==> src/rtl/pipe_adder_8bit_pkg.sv <==
// Shared constants for the pipelined 8-bit adder and its 2-bit ripple slices.
package pipe_adder_8bit_pkg;

   localparam int WIDTH    = 8;
   localparam int SLICE_W  = 2;
   localparam int N_SLICES = WIDTH / SLICE_W;
   // Edges from operand capture to result visible on Sum/Cout, capture edge included.
   localparam int LATENCY  = N_SLICES + 1;

endpackage

==> src/rtl/pipe_add2_slice.sv <==
// Purely combinational SLICE_W-bit ripple adder with carry in and carry out.
module pipe_add2_slice
   import pipe_adder_8bit_pkg::*;
(
   input  logic [SLICE_W-1:0] a,
   input  logic [SLICE_W-1:0] b,
   input  logic               ci,
   output logic [SLICE_W-1:0] s,
   output logic               co
);

   // Ripple the carry bit by bit through the slice.
   always_comb begin
      logic c;
      c = ci;
      s = '0;
      for (int i = 0; i < SLICE_W; i++) begin
         s[i] = a[i] ^ b[i] ^ c;
         c    = (a[i] & b[i]) | (c & (a[i] ^ b[i]));
      end
      co = c;
   end

endmodule

==> src/rtl/pipe_adder_8bit.sv <==
// Five-edge pipelined 8-bit adder: one capture stage followed by four stages that each
// add one 2-bit slice (LSBs first). Every stage carries its pending upper operand bits
// and finished lower sum bits so the stage always describes a single operation.
// Port order is kept positional-compatible with older instantiations; Rst is appended last.
module pipe_adder_8bit
   import pipe_adder_8bit_pkg::*;
(
   output logic             Cout,
   output logic [WIDTH-1:0] Sum,
   input  logic [WIDTH-1:0] X,
   input  logic [WIDTH-1:0] Y,
   input  logic             Cin,
   input  logic             Clk,
   input  logic             Rst
);

   // Stage 0: captured operands.
   logic [7:0] x0, y0;
   logic       c0;
   // Stage 1: bits [1:0] summed.
   logic [7:2] x1, y1;
   logic [1:0] s1;
   logic       c1;
   // Stage 2: bits [3:0] summed.
   logic [7:4] x2, y2;
   logic [3:0] s2;
   logic       c2;
   // Stage 3: bits [5:0] summed.
   logic [7:6] x3, y3;
   logic [5:0] s3;
   logic       c3;

   // Slice outputs, one per adding stage.
   logic [SLICE_W-1:0] sl0_s, sl1_s, sl2_s, sl3_s;
   logic               sl0_co, sl1_co, sl2_co, sl3_co;

   pipe_add2_slice u_slice0 (.a(x0[1:0]), .b(y0[1:0]), .ci(c0), .s(sl0_s), .co(sl0_co));
   pipe_add2_slice u_slice1 (.a(x1[3:2]), .b(y1[3:2]), .ci(c1), .s(sl1_s), .co(sl1_co));
   pipe_add2_slice u_slice2 (.a(x2[5:4]), .b(y2[5:4]), .ci(c2), .s(sl2_s), .co(sl2_co));
   pipe_add2_slice u_slice3 (.a(x3[7:6]), .b(y3[7:6]), .ci(c3), .s(sl3_s), .co(sl3_co));

   // Capture the operands presented at this edge; reset wins over capture.
   always_ff @(posedge Clk) begin
      if (Rst) begin
         x0 <= '0;
         y0 <= '0;
         c0 <= 1'b0;
      end else begin
         x0 <= X;
         y0 <= Y;
         c0 <= Cin;
      end
   end

   // Add bits [1:0] and forward the untouched upper operand bits.
   always_ff @(posedge Clk) begin
      if (Rst) begin
         x1 <= '0;
         y1 <= '0;
         s1 <= '0;
         c1 <= 1'b0;
      end else begin
         x1 <= x0[7:2];
         y1 <= y0[7:2];
         s1 <= sl0_s;
         c1 <= sl0_co;
      end
   end

   // Add bits [3:2] and append them to the finished low sum bits.
   always_ff @(posedge Clk) begin
      if (Rst) begin
         x2 <= '0;
         y2 <= '0;
         s2 <= '0;
         c2 <= 1'b0;
      end else begin
         x2 <= x1[7:4];
         y2 <= y1[7:4];
         s2 <= {sl1_s, s1};
         c2 <= sl1_co;
      end
   end

   // Add bits [5:4] and append them to the finished low sum bits.
   always_ff @(posedge Clk) begin
      if (Rst) begin
         x3 <= '0;
         y3 <= '0;
         s3 <= '0;
         c3 <= 1'b0;
      end else begin
         x3 <= x2[7:6];
         y3 <= y2[7:6];
         s3 <= {sl2_s, s2};
         c3 <= sl2_co;
      end
   end

   // Add bits [7:6] and register the complete result on the outputs.
   always_ff @(posedge Clk) begin
      if (Rst) begin
         Sum  <= '0;
         Cout <= 1'b0;
      end else begin
         Sum  <= {sl3_s, s3};
         Cout <= sl3_co;
      end
   end

endmodule

==> config.mk <==
export PLATFORM = sky130hd
export DESIGN_NAME = pipe_adder_8bit
export DESIGN_NICKNAME = d
export VERILOG_FILES = /design/src/rtl/pipe_adder_8bit_pkg.sv /design/src/rtl/pipe_add2_slice.sv /design/src/rtl/pipe_adder_8bit.sv
export SDC_FILE = /design/constraint.sdc
export NUM_CORES = 1
export LEC_CHECK = 0
export CORE_AREA = 2 2 86 55
export CTS_CLUSTER_DIAMETER = 100
export DETAILED_ROUTE_END_ITERATION = 12
export DIE_AREA = 0 0 88 57
export PLACE_DENSITY = 0.71
export SLEW_MARGIN = 20
export SYNTH_ARGS = -nofsm -noshare
export SYNTH_HDL_FRONTEND = slang
export SYNTH_SLANG_ARGS = --single-unit
==> constraint.sdc <==
create_clock -name Clk -period 4.2 [get_ports Clk]
set_input_delay 0.63 -clock Clk [delete_from_list [all_inputs] [get_ports Clk]]
set_output_delay 0.63 -clock Clk [all_outputs]
set_load 0.03 [all_outputs]
After elaboration in Yosys (flattened, before gate mapping)
Index checks and enable logic that the tools add are counted.

word-level totals
  register bits = 65
  latch bits = 0
  RAM bits = 0
  ROM bits = 0
  bits of input ports = 19
  output and inout port bits = 9
  logic and storage cells = 57
  memories kept = 0

cells by class
  $add $sub $neg = 0
  multiply operators = 0
  divide/modulo/power cells = 0
  magnitude comparators = 0
  equal/unequal tests = 0
  shifts and indexed selects = 0
  muxes and demuxes = 0
  bitwise operators = 40
  reductions and logical operators = 0

operators by type and width
  cell              number
  1-bit AND         16
  1-bit XOR         16
  1-bit bitwise OR  8

Depth between registers and ports, before layout
  depth in word-level cells = 5
  gate-level depth with buffers = 4
  depth with buffers taken out = 4

Cells and area by module
From an unflattened synthesis, not the netlist that was laid out.

unflattened totals
  cells, all modules = 177
  area total of the unflattened synthesis = 2135.8 um^2

modules (own cells, without submodules)
  module           instances  cells an instance  area each (um^2)  sequential area each (um^2)
  pipe_adder_8bit  1          137                1855.5            1301.2
  pipe_add2_slice  4          10                 70.1              0.0

Worst setup path after synthesis
No wires, ideal clock.

  path type = register to register
  start = register c3
  end = register Sum[7]
  setup time = 0.112 ns
  arrival time = 1.267 ns
  required time = 4.088 ns
  setup slack = 2.820 ns
  cell stages (with the launch flop) = 5
  buffers on the path = 0
  period minus slack after synthesis = 1.380 ns
  cell sequence = dfxtp_1 > inv_1 > fa_1 > fa_1 > nor2_1

on the way
  word-level cells in the longest chain between the ends = 3

RTL lines
  item                      RTL line                RTL
  start: declaration        pipe_adder_8bit.sv:31   logic c3;
  start signal: assignment  pipe_adder_8bit.sv:96   c3 <= sl2_co;
  1-bit AND                 pipe_add2_slice.sv:19   c = (a[i] & b[i]) | (c & (a[i] ^ b[i]));
  1-bit bitwise OR          pipe_add2_slice.sv:19
  1-bit XOR                 pipe_add2_slice.sv:18   s[i] = a[i] ^ b[i] ^ c;
  end signal: assignment    pipe_adder_8bit.sv:106  Sum <= {sl3_s, s3};
  end: declaration          pipe_adder_8bit.sv:9    output logic [WIDTH-1:0] Sum,

No other way between the ends.
A chain may end at the register's enable or synchronous reset.

Final worst setup path
  start = register Sum[6]
  end = output port Sum[6]

No word-level cell between the ends.

==> out/results.ini <==
[setup_path]
crit_type = flop to output pin
r2r-end = s2[3]
crit_fanout = 1
required_ns = 3.57
path_cells = clkdlybuf4s50_1
crit_family = buffers and inverters
critPathMaxStageDelay_ns = 0.66
slowest_stage = clkdlybuf4s50_1
timing.rr.start = c1
cp_num_buf_inv = 1
ff2ff_setup_slack_ns = 2.69
r2r_cells = 4
endpoint_kind = output pin
startpoint_type = flop
cp.arrival_ns = 1.30

[cts]
postCtsSetupBuffers = 0
clk_latency_ns = 0.33
path_clk_slew_ns = 0.06
h-tree-depth = 3
cts_tree = done
cts.sinks = 65
numCtsBuffers = 9
cts_resized = 0
cts_buffer_depth = 2
cts-root-buf = clkbuf_8
cts-hold-fix-buffers = 0

[final_layout]
n_fill_cell = 370
antenna_cells = 0
finalNonFillerCells = 264
syn_to_final_growth_pct = 23.04
final_cell_mix = dfxtp_1, nor2b_1, clkdlybuf4s50_1
nets = 223
mostFrequentLayoutCell = dfxtp_1
final_area_um2 = 2439
drive_above_1_share_pct = 8.458

[sta]
hold_violations = 0
rsz0062_at_grt = false
worstMarginPinSlew_ns = 0.9966
holdWs_ns = 0.4334
tns_ns = 0
finalCritPeriodShare_pct = 45.96
finalMaxSlewViolations = 0
layout_setup_ws_ns = 2.270
final.min_clock_period_ns = 1.930
finalClockSkew_ns = 0.002685
max_freq_mhz = 518.1
slew_headroom_pct = 33.56
setup_viol = 0

[global_route]
grt_max_degree = 66
grt_usage_pct = 11.28
antenna_found_initial = 0
grt_pass1_vias = 882
grt-ovfl-total = 0
grt_pass1_wl_um = 3836

[place]
dp_cells = 248
dp_slack_ns = 2.464
hpwl_um = 1415
gp_congestion = 0.7006
dpl_cell_area_um2 = 2257
io_buffers = 27

[detailed_routing]
wirelength_um = 2213
wire_per_inst_um = 8.383
met3_length_um = 243
top_layer_used = met4
dr.pass1.iters = 4
viasPerCell = 3.765
drtIter0Drc = 46
drc = 0
ant_nets = 0
wl_met1_um = 987
met2_length_um = 932
via_count = 994

[synthesis]
synth_nets = 192
ys_ff_latch = 65
yosys.area.top_type_share_pct = 65.66
yosysSeqAreaShare_pct = 65.66
netlist_instances = 165
ys_types = 8
yosys.area.top_type = dfxtp_1
yosys_warnings = 0
syn-cell-area_um2 = 1982
synth_area_leaders = dfxtp_1, nor2b_1, fa_1
synth_area_per_cell_um2 = 12.01

[die]
rows = 19
die_x_um = 88
core-area_um2 = 4303
dieArea_um2 = 5016
die_height_um = 57
io_pins = 28
initial_utilization_pct = 46.06

[power]
vdd_drop_max_uv = 339.5
leakage_uw = 0.0009152
p_per_area_nw_per_um2 = 475.3

[outcome]
status = completed

[hold_path]
hold_depth = 1
hp-class = flop to flop
hold_end = s3[3]
min_from = s2[3]

[job]
max-cap-violations = 0

-- kinds of logic after synthesis --
| logic type | after synthesis | share of synthesized area, % |
|---|---|---|
| flip-flops | 65 | 65.66 |
| adder cells (fa/ha/maj) | 8 | 8.081 |
| AND/OR/NAND/NOR | 65 | 19.00 |
| buffers and inverters | 27 | 7.260 |
-- per-layer routing --
layer / global-route usage (%) / vias to the layer above
li1: - / 534
met1: 11.53 / 419
met2: 15.26 / 35
met3: 10.71 / 6
met4: 5.934 / 0
met5: 0 / -
-- registers in the layout (all words and copies together), names as in the netlist, 2 cells and up --
| name | cells |
|---|---|
| Sum | 8 |
| x0 | 8 |
| y0 | 8 |
| s3 | 6 |
| x1 | 6 |
| y1 | 6 |
| s2 | 4 |
| x2 | 4 |
| y2 | 4 |
| s1 | 2 |
| x3 | 2 |
| y3 | 2 |
-- synthesized netlist by cell type (all sizes together) --
| cell type | number |
|---|---|
| buf | 7 |
| dfxtp | 65 |
| fa | 8 |
| inv | 20 |
| nor2 | 12 |
| nor2b | 53 |
-- how the worst max path moves through the flow --
stage               startpoint     end  slack [ns]  depth (start not counted)
floorplan                   c3  Sum[7]        2.82                          4
global placement           Rst   x1[4]        2.54                          2
detailed placement         Rst  Sum[1]        2.46                          2
CTS                       Cout    Cout        2.24                          1
global route              Cout    Cout        2.20                          1
finish                  Sum[6]  Sum[6]        2.27                          1
-- metrics by stage --
stage	total power (uW)	utilization, %
2_1_floorplan	696.9	-
3_3_place_gp	714.2	52.46
3_5_place_dp	717.0	52.46
4_1_cts	1182	56.67
5_1_grt	1216	56.67
6_report	1159	56.67
-- area by class of cell --
class	instances	area (um2)	area share [%]
Multi-Input combinational cell	73	536.8	22.01
Timing Repair Buffer	27	265.3	10.88
Tap cell	63	78.83	3.232
Clock buffer	11	151.4	6.208
Sequential cell	65	1301	53.36
Inverter	20	75.07	3.079
Clock inverter	5	30.03	1.231
-- power by group --
group	internal, uW	total [uW]	switching (uW)	leakage, uW
registers	641	646	4.82	0.000533
clock network	242	457	215	0.0000911
logic	32.1	55.7	23.6	0.000291
No activity file was read; power rests on OpenSTA's default activity.
